$ cat src/rtl/key_step_debounce_if.sv
`default_nettype none
// ============================================================================
// Module   : key_step_debounce_if
// Purpose  : Board-side signal bundle for the key step debouncer.
//   KEY  [3:0]  KEY[0] async active-low reset, KEY[3] raw button (0 = pressed)
//   SW   [17:0] SW[1] auto-repeat enable
//   step        one-cycle step pulse to the BCD counter
//   LEDG        debounced pressed level
// Revision : 1.0 - initial release
// ============================================================================
interface key_step_debounce_if;
  logic [3:0]  KEY;
  logic [17:0] SW;
  logic        step;
  logic        LEDG;

  // master: board / stimulus side, slave: the debouncer
  modport master (output KEY, SW, input step, LEDG);
  modport slave  (input KEY, SW, output step, LEDG);
endinterface
`default_nettype wire

$ cat src/rtl/key_step_debounce.sv
`default_nettype none
// ============================================================================
// Module   : key_step_debounce
// Purpose  : Turns a bouncing active-low pushbutton into single-cycle step
//            pulses, with optional auto-repeat while the key is held.
// Ports    :
//   CLOCK_50     in  system clock, rising edge
//   bus.KEY[0]   in  asynchronous active-low reset
//   bus.KEY[3]   in  raw button, 0 = pressed
//   bus.SW[1]    in  auto-repeat enable
//   bus.step     out registered one-cycle step pulse
//   bus.LEDG     out debounced pressed level
// Revision : 1.0 - initial release
// ============================================================================
module key_step_debounce #(
  parameter int unsigned DB_CYCLES     = 1_000_000,
  parameter int unsigned HOLD_CYCLES   = 25_000_000,
  parameter int unsigned REPEAT_CYCLES = 5_000_000,
  parameter int unsigned CNT_W         = 25
) (
  input  logic          CLOCK_50,
  key_step_debounce_if.slave bus
);

  // All cycle parameters are expected to be >= 2 so that consecutive steps
  // are always separated by at least one idle cycle.
  localparam logic [CNT_W-1:0] DB_LAST   = CNT_W'(DB_CYCLES - 1);
  localparam logic [CNT_W-1:0] HOLD_LAST = CNT_W'(HOLD_CYCLES - 1);
  localparam logic [CNT_W-1:0] REP_LAST  = CNT_W'(REPEAT_CYCLES - 1);

  typedef enum logic [2:0] {
    S_IDLE     = 3'd0,
    S_PRESS_DB = 3'd1,
    S_HELD     = 3'd2,
    S_REPEAT   = 3'd3,
    S_REL_DB   = 3'd4
  } state_t;

  logic             rst_n;
  logic             sw_rep;
  logic             sync1_q;
  logic             key_s_q;
  state_t           state_q, state_d;
  logic [CNT_W-1:0] timer_q, timer_d;
  logic             step_q,  step_d;
  logic             unused_bits;

  assign rst_n  = bus.KEY[0];
  assign sw_rep = bus.SW[1];

  // Remaining board inputs are intentionally ignored.
  assign unused_bits = ^{bus.KEY[2:1], bus.SW[17:2], bus.SW[0]};

  // Two-flop synchroniser; the key is inverted so key_s_q = 1 means pressed.
  always_ff @(posedge CLOCK_50 or negedge rst_n) begin
    if (!rst_n) begin
      sync1_q <= 1'b0;
      key_s_q <= 1'b0;
    end else begin
      sync1_q <= ~bus.KEY[3];
      key_s_q <= sync1_q;
    end
  end

  always_ff @(posedge CLOCK_50 or negedge rst_n) begin
    if (!rst_n) begin
      state_q <= S_IDLE;
      timer_q <= '0;
      step_q  <= 1'b0;
    end else begin
      state_q <= state_d;
      timer_q <= timer_d;
      step_q  <= step_d;
    end
  end

  // Key-level tests are checked before timer terminal counts so that a
  // release or bounce always wins and never emits a step on the way out.
  always_comb begin
    state_d = state_q;
    timer_d = timer_q + 1'b1;
    step_d  = 1'b0;
    case (state_q)
      S_IDLE: begin
        timer_d = '0;
        if (key_s_q) state_d = S_PRESS_DB;
      end
      S_PRESS_DB: begin
        if (!key_s_q) begin
          state_d = S_IDLE;
          timer_d = '0;
        end else if (timer_q == DB_LAST) begin
          state_d = S_HELD;
          timer_d = '0;
          step_d  = 1'b1;
        end
      end
      S_HELD: begin
        if (!key_s_q) begin
          state_d = S_REL_DB;
          timer_d = '0;
        end else if (!sw_rep) begin
          // Hold delay only runs while auto-repeat is enabled.
          timer_d = '0;
        end else if (timer_q == HOLD_LAST) begin
          state_d = S_REPEAT;
          timer_d = '0;
          step_d  = 1'b1;
        end
      end
      S_REPEAT: begin
        if (!key_s_q) begin
          state_d = S_REL_DB;
          timer_d = '0;
        end else if (!sw_rep) begin
          state_d = S_HELD;
          timer_d = '0;
        end else if (timer_q == REP_LAST) begin
          timer_d = '0;
          step_d  = 1'b1;
        end
      end
      S_REL_DB: begin
        if (key_s_q) begin
          // Release bounce: back to held, without a new step.
          state_d = S_HELD;
          timer_d = '0;
        end else if (timer_q == DB_LAST) begin
          state_d = S_IDLE;
          timer_d = '0;
        end
      end
      default: begin
        state_d = S_IDLE;
        timer_d = '0;
      end
    endcase
  end

  assign bus.step = step_q;
  assign bus.LEDG = (state_q == S_HELD) || (state_q == S_REPEAT) ||
                    (state_q == S_REL_DB);

endmodule
`default_nettype wire

$ cat src/flat_wrapper.sv
// flat-port wrapper written by rule: the top's interface ports become plain ports
module key_step_debounce_flat 
#(
  parameter int unsigned DB_CYCLES     = 1_000_000,
  parameter int unsigned HOLD_CYCLES   = 25_000_000,
  parameter int unsigned REPEAT_CYCLES = 5_000_000,
  parameter int unsigned CNT_W         = 25
)
  (CLOCK_50, bus_KEY, bus_SW, bus_step, bus_LEDG);
  key_step_debounce_if bus_i ();
  input  logic CLOCK_50;
  input wire logic [$bits(bus_i.KEY)-1:0] bus_KEY;
  input wire logic [$bits(bus_i.SW)-1:0] bus_SW;
  output wire logic [$bits(bus_i.step)-1:0] bus_step;
  output wire logic [$bits(bus_i.LEDG)-1:0] bus_LEDG;
  assign bus_i.KEY = bus_KEY;
  assign bus_i.SW = bus_SW;
  assign bus_step = bus_i.step;
  assign bus_LEDG = bus_i.LEDG;
  key_step_debounce #(.DB_CYCLES(DB_CYCLES), .HOLD_CYCLES(HOLD_CYCLES), .REPEAT_CYCLES(REPEAT_CYCLES), .CNT_W(CNT_W)) u_core (.CLOCK_50(CLOCK_50), .bus(bus_i));
endmodule
$ cat config.mk
export PLATFORM = sky130hd
export DESIGN_NAME = key_step_debounce_flat
export DESIGN_NICKNAME = d
export VERILOG_FILES = /design/src/rtl/key_step_debounce_if.sv /design/src/rtl/key_step_debounce.sv /design/src/flat_wrapper.sv
export SDC_FILE = /design/constraint.sdc
export NUM_CORES = 1
export LEC_CHECK = 0
export BUFFER_PORTS_ARGS = -buffer_cell sky130_fd_sc_hd__buf_2
export CAP_MARGIN = 20
export CORE_ASPECT_RATIO = 0.5
export CORE_MARGIN = 3
export CORE_UTILIZATION = 56
export CTS_BUF_LIST = sky130_fd_sc_hd__clkbuf_16
export DETAILED_ROUTE_END_ITERATION = 16
export PLACE_DENSITY = 0.83
export SLEW_MARGIN = 20
export SYNTH_ARGS = -nofsm -noshare
export SYNTH_HDL_FRONTEND = slang
export SYNTH_SLANG_ARGS = --single-unit
export TNS_END_PERCENT = 100
$ cat constraint.sdc
create_clock -name CLOCK_50 -period 2.6 [get_ports CLOCK_50]
set_input_delay 0 -clock CLOCK_50 [delete_from_list [all_inputs] [get_ports CLOCK_50]]
set_output_delay 0 -clock CLOCK_50 [all_outputs]
set_load 0.01 [all_outputs]
==> impl_metrics.toml, run 1 <==
[synthesis]
ys_ff_latch = 31
syn_avg_cell_area_sq_um = 9.79
netlist_top_cells_count = "nor2_1, dfrtp_1, nand3_1, xor2_1, nand2_1"
synth_top_cells_by_area = "dfrtp_1, nor2_1, xor2_1"
ys.warnings.count = 0
synth_edf_count = 0
yosys.area.top_type = "dfrtp_1"
ys_seq_area_share_pct = 45.8
synth.cell_area_sq_um = 1690
postSynth.asyncResetShare_pct = 100
yosys.area.top_type_share_pct = 45.8
ys_types = 37
synth_most_common_cell = "nor2_1"
syn-num-nets = 197
synth-main-ff-cell = "dfrtp_1"
postSynthCellCount = 173

[routing]
drt_wl_total_mm = 3.24
drt-initial-drc-count = 53
wl_per_cell_microns = 15.1
drc = 0
ant_nets = 0
drt_pass1_iterations = 4
vias_per_cell = 5.76
route.vias.total = 1238

[cells_and_area]
nNetsFinal = 203
stdcell_count = 215
utilization_pct = 68.0
fill_cells = 199
drive_above_1_share_pct = 9.55
antenna_cells = 0
syn2layout_area_growth_pct = 9.76

[setup_path]
worst_setup_path_end_kind = "register"
cp_slowest_cell = "dfrtp_1"
cp_slowest_stage_delay_ps = 440
crit_fanout = 25
arrival_ps = 2220
crit_buf_inv = 0
crit_start = "u_core.timer_q[20]"
required_ps = 2750
path_delay_family = "simple AND/OR/NAND/NOR gates"
path_cells = "nor4_1 -> nand3b_1 -> nor4_4 -> o32a_4 -> nor2_1"
path_class = "register to register"
worstSetupStartpointType = "register"
reg2reg_from = "u_core.timer_q[20]"

[clock_tree]
postCtsHoldBufs = 2
cts_buffer_depth = 2
cts-htree-levels = 2
path_clk_slew_ps = 50
post_cts_resized = 0
clock_latency_ps = 270
cts_tree = "done"
root_buffer = "clkbuf_16"
cts.sinks = 31
numCtsBuffers = 5
post_cts_buffers = 0

[worst_hold_path]
hold_start = "bus_SW[1]"
hp-class = "primary input to register"

[global_routing]
use_met2_pct = 33.2
grt-busiest-layer = "met2"
grt_pass1_vias = 1214
overflow = 0
met3_usage_pct = 7.10
grt_pass1_wl_mm = 5.55
grt_usage_pct = 19.3
grt_max_degree = 32
antenna_found_initial = 0
use_met1_pct = 24.2

[sta]
fin_skew_ps = 4.06
hold_viol_final = 0
fin_crit_sh_pct = 79.6
relSlewSlack_pct = 46.8
report.final.setup_viol = 0
fin_crit_ps = 2070
worst_pin_slew_ps = 791
fmax_ghz = 0.483
drv_slew = 0
rsz0062_at_grt = "no"
finalSetupTns_ps = 0

[die]
core.rowCount = 13
fp.dieW_microns = 83.8
dieArea_sq_um = 3760
initial_core_util_pct = 62.0
ios = 25
die_h_microns = 44.9
coreArea_sq_um = 2730

[placed_design]
dp_cells = 207
hpwl_mm = 2.09
io_buffers = 5
gp_congestion = 0.777

[flow_run]
maxCapViolations = 0

[pwr]
cellLeakagePower_nw = 0.764
ir_drop_mv = 0.336
p_per_area_nw_per_um2 = 559

[outcome]
status = "finished clean"
## flip-flops by register name, summed over array words and instances (netlist names)
signal and count:
u_core.state_q 3, u_core.bus.step 1, u_core.timer_q 25, u_core.key_s_q 1, u_core.sync1_q 1
## power by group
group | leakage [nW] | switching [mW] | internal (mW)
Sequential | 0.425 | 0.00465 | 0.488
Combinational | 0.272 | 0.0190 | 0.00808
Clock | 0.0669 | 0.181 | 0.338
## through the flow
step | hold slack (ps) | total power, mW | cell area, sq um | setup WS, ps
5_1_grt | 26.1 | 1.08 | 1860 | 333
3_3_place_gp | 60.8 | 0.524 | 1710 | 629
3_5_place_dp | 74.5 | 0.525 | 1710 | 567
2_1_floorplan | -296 | 0.513 | 1690 | 818
4_1_cts | 21.5 | 1.05 | 1860 | 540
6_report | 24.4 | 1.04 | 1860 | 530
## placed cells by master, fill, tap and decap left out
| cell | count |
|---|---|
| a211oi_1 | 1 |
| a21o_1 | 2 |
| a21oi_1 | 3 |
| and3_1 | 1 |
| and4_1 | 2 |
| and4b_1 | 1 |
| buf_2 | 5 |
| clkbuf_16 | 5 |
| dfrtp_1 | 31 |
| dlygate4sd3_1 | 2 |
| ha_1 | 1 |
| inv_1 | 5 |
| nand2_1 | 12 |
| nand2b_1 | 2 |
| nand3_1 | 13 |
| nand3b_1 | 2 |
| nand4_1 | 8 |
| nand4_2 | 1 |
| nand4b_1 | 2 |
| nor2_1 | 32 |
| nor2b_1 | 3 |
| nor3_1 | 6 |
| nor3b_1 | 2 |
| nor4_1 | 2 |
| nor4_2 | 2 |
| nor4_4 | 1 |
| nor4b_1 | 1 |
| nor4b_4 | 1 |
| nor4bb_1 | 1 |
| o211ai_1 | 1 |
| o21a_1 | 1 |
| o32a_4 | 1 |
| or4_4 | 1 |
| or4b_1 | 1 |
| xnor2_1 | 10 |
| xor2_1 | 13 |
## worst reg2reg max path: stages, from the launching register on
cell and delay, ps:
dfrtp_1 440, nor4_1 440, nand3b_1 180, nor4_4 390, o32a_4 400, nor2_1 100
## final cells by class
type | instances | area [sq um] | area share, %
clock buffers | 5 | 125 | 6.73
clock inverters | 1 | 3.75 | 0.202
inverters | 4 | 15.0 | 0.808
multi-input cells | 130 | 847 | 45.6
flip-flops and latches | 31 | 776 | 41.8
well taps | 37 | 46.3 | 2.49
repair buffers | 7 | 45.0 | 2.42
## final timing paths
check,endpoint,slack [ps],cells after the start
setup / recovery,u_core.timer_q[16],530,5
hold / removal,u_core.bus.step,20,3
setup reg to reg,u_core.timer_q[16],530,5
hold reg to reg,u_core.key_s_q,350,0
max in group asynchronous,u_core.state_q[1],1840,2
min in group asynchronous,u_core.timer_q[18],310,2
## metal layers
layer	wire length [microns]	vias to the layer above
met5	0	-
met4	33	0
met3	172	4
met2	1490	36
met1	1540	584
li1	-	614
## kinds of logic after synthesis
family          share of synthesized area, %
compound gates                          4.43
fa+ha+maj                              0.739
simple gates                            33.0
xor+xnor                                11.9
buf+inv                                 4.14
flops                                   45.8
Power figures use the tool's default switching activity.
==> run 2, diff against run 1 <==
--- a/config.mk
+++ b/config.mk
@@ -5,14 +5,15 @@
 export SDC_FILE = /design/constraint.sdc
 export NUM_CORES = 1
 export LEC_CHECK = 0
+export ABC_AREA = 1
 export BUFFER_PORTS_ARGS = -buffer_cell sky130_fd_sc_hd__buf_2
 export CAP_MARGIN = 20
 export CORE_ASPECT_RATIO = 0.5
 export CORE_MARGIN = 3
-export CORE_UTILIZATION = 56
+export CORE_UTILIZATION = 58
 export CTS_BUF_LIST = sky130_fd_sc_hd__clkbuf_16
 export DETAILED_ROUTE_END_ITERATION = 16
-export PLACE_DENSITY = 0.83
+export PLACE_DENSITY = 0.84
 export SLEW_MARGIN = 20
 export SYNTH_ARGS = -nofsm -noshare
 export SYNTH_HDL_FRONTEND = slang
==> constraint.sdc (replaced) <==
create_clock -name CLOCK_50 -period 2.1 [get_ports CLOCK_50]
set_input_delay 0 -clock CLOCK_50 [delete_from_list [all_inputs] [get_ports CLOCK_50]]
set_output_delay 0 -clock CLOCK_50 [all_outputs]
set_load 0.01 [all_outputs]
==> run 2 against run 1 <==
Sequential share of layout area down 8.2 points. First-iteration DRC count rose to 2.5 times the previous value. Global-route usage up 3.1 points. Setup slack lost 320 ps. Register-to-register slack got worse by 320 ps. Combinational power rose to 13 times the previous value. Synthesized cell count rose by 83%. Routed wire length up 40%. Non-clock buffer count unchanged. Critical path type unchanged.
==> impl_metrics.toml, run 2 <==
[sta]
report.final.setup_viol = 0
relSlewSlack_pct = 53.8
worst_slack_ps = 206
worst_pin_slew_ps = 693
fin_crit_sh_pct = 90.2
rsz0062_at_grt = "no"
fin_skew_ps = 3.48
hold_viol_final = 0
fin_crit_ps = 1890
fmax_ghz = 0.528
drv_slew = 0
finalSetupTns_ps = 0

[routing]
drt-initial-drc-count = 134
route.vias.total = 1914
drt_pass1_iterations = 5
drt_wl_total_mm = 4.54
drc = 0
vias_per_cell = 5.06
wl_per_cell_microns = 12.0
ant_nets = 0

[synthesis]
ys_types = 25
synth_edf_count = 0
netlist_top_cells_count = "nand2_1, inv_1, nor2_1"
postSynth.asyncResetShare_pct = 100
yosys.area.top_type_share_pct = 37.1
yosys.area.top_type = "dfrtp_1"
postSynthCellCount = 317
ys_ff_latch = 31
ys.warnings.count = 0
synth_top_cells_by_area = "dfrtp_1, nand2_1, inv_1"
syn-num-nets = 341
synth_most_common_cell = "nand2_1"
ys_seq_area_share_pct = 37.1
syn_avg_cell_area_sq_um = 6.60
synth.cell_area_sq_um = 2090
synth-main-ff-cell = "dfrtp_1"

[global_routing]
grt_max_degree = 32
antenna_found_initial = 0
grt_pass1_vias = 1728
overflow = 0
grt_usage_pct = 22.4
grt_pass1_wl_mm = 7.87

[die]
fp.dieW_microns = 90.9
initial_core_util_pct = 64.9
dieArea_sq_um = 4410
coreArea_sq_um = 3220
ios = 25
die_h_microns = 48.5
core.rowCount = 14

[setup_path]
path_class = "register to register"
path_delay_family = "simple AND/OR/NAND/NOR gates"
path_cells = "ha_1 -> nand3_4 -> nor2_4 -> nand3_1 -> nand2_2 -> nand3_4 -> nor2b_1"
path_common_cell = "nand3_4"
cp_slowest_stage_delay_ps = 390
worst_setup_path_end_kind = "register"
worstSetupStartpointType = "register"
required_ps = 2260
arrival_ps = 2050
cp_slowest_cell = "dfrtp_1"
crit_fanout = 25
crit_buf_inv = 0

[pwr]
finalPower_mw = 1.72
cellLeakagePower_nw = 1.33
p_per_area_nw_per_um2 = 742
ir_drop_mv = 0.468

[cells_and_area]
nNetsFinal = 353
stdcell_count = 378
syn2layout_area_growth_pct = 10.5
largest_reg_flops = 25
regMostFlops = "u_core.timer_q"
drive_above_1_share_pct = 7.58
layout_commonest_cell = "nand2_1"
top_regs = "u_core.timer_q (25), u_core.state_q (3)"
final_cell_mix = "nand2_1, inv_1, nor2_1"
antenna_cells = 0

[clock_tree]
root_buffer = "clkbuf_16"
cts-htree-levels = 2
path_clk_slew_ps = 50
numCtsBuffers = 5
clock_latency_ps = 270
post_cts_buffers = 0
cts_buffer_depth = 2
cts_tree = "done"
cts.sinks = 31

[placed_design]
io_buffers = 5
hpwl_mm = 3.27
gp_congestion = 0.952
dpl_worst_slack_ps = 232
dp_cells = 368

[outcome]
status = "finished clean"

[worst_hold_path]
hp-class = "primary input to register"

[flow_run]
maxCapViolations = 0
-- run 2: final cells by class --
type,instances,area [sq um]
Inverter,72,270
Clock inverter,3,12.5
Clock buffer,5,125
Tap cell,48,60.1
Fill cell,288,911
Sequential cell,31,776
Timing Repair Buffer,7,45.0
Multi-Input combinational cell,212,1020
-- run 2: final timing paths --
kind	slack, ps	cells after the start	start	end
min	160	5	bus_SW[1]	u_core.bus.step
max reg2reg	210	7	u_core.timer_q[0]	u_core.timer_q[4]
min in group asynchronous	300	2	bus_KEY[0]	u_core.bus.step
max	210	7	u_core.timer_q[0]	u_core.timer_q[4]
max in group asynchronous	1340	2	bus_KEY[0]	u_core.timer_q[7]
min reg2reg	350	0	u_core.sync1_q	u_core.key_s_q
-- run 2: power breakdown --
group	leakage, nW	total, mW	internal, mW	switching [mW]
Clock	0.0762	0.670	0.427	0.243
Sequential	0.424	0.693	0.643	0.0507
Combinational	0.828	0.353	0.113	0.240
Total	1.33	1.72	1.18	0.534
-- run 2: through the flow --
step	hold slack [ps]	util (%)	cell area (sq um)
2_1_floorplan	-296	-	2090
3_3_place_gp	77.4	66.8	2150
3_5_place_dp	91.1	66.8	2150
4_1_cts	156	71.7	2310
5_1_grt	208	71.7	2310
6_report	160	71.7	2310
-- run 2: worst reg2reg max path, stage by stage (launching register included) --
cell and delay (ps):
dfrtp_1 390, ha_1 280, nand3_4 160, nor2_4 200, nand3_1 120, nand2_2 130, nand3_4 250, nor2b_1 240
-- run 2: cells by family after synthesis --
group / after synthesis / synth area share [%]
compound gates: 4 / 1.02
xor+xnor: 15 / 6.28
fa+ha+maj: 1 / 0.598
buf+inv: 74 / 14.0
flops: 31 / 37.1
simple gates: 192 / 41.0
-- run 2: timing repair --
| item | CTS | global route |
|---|---|---|
| hold endpoints to repair | 32 | 0 |
| gates resized for setup | 0 | 0 |
| hold buffers | 2 | 0 |
| setup endpoints to repair | 0 | 0 |
-- run 2: routing by layer --
| metal | wire, microns | up-vias | track usage (%) |
|---|---|---|---|
| met5 | 0 | - | 0 |
| met4 | 69 | 0 | 7.00 |
| met3 | 252 | 11 | 4.95 |
| met2 | 2040 | 54 | 35.9 |
| met1 | 2180 | 878 | 30.4 |
| li1 | - | 971 | - |
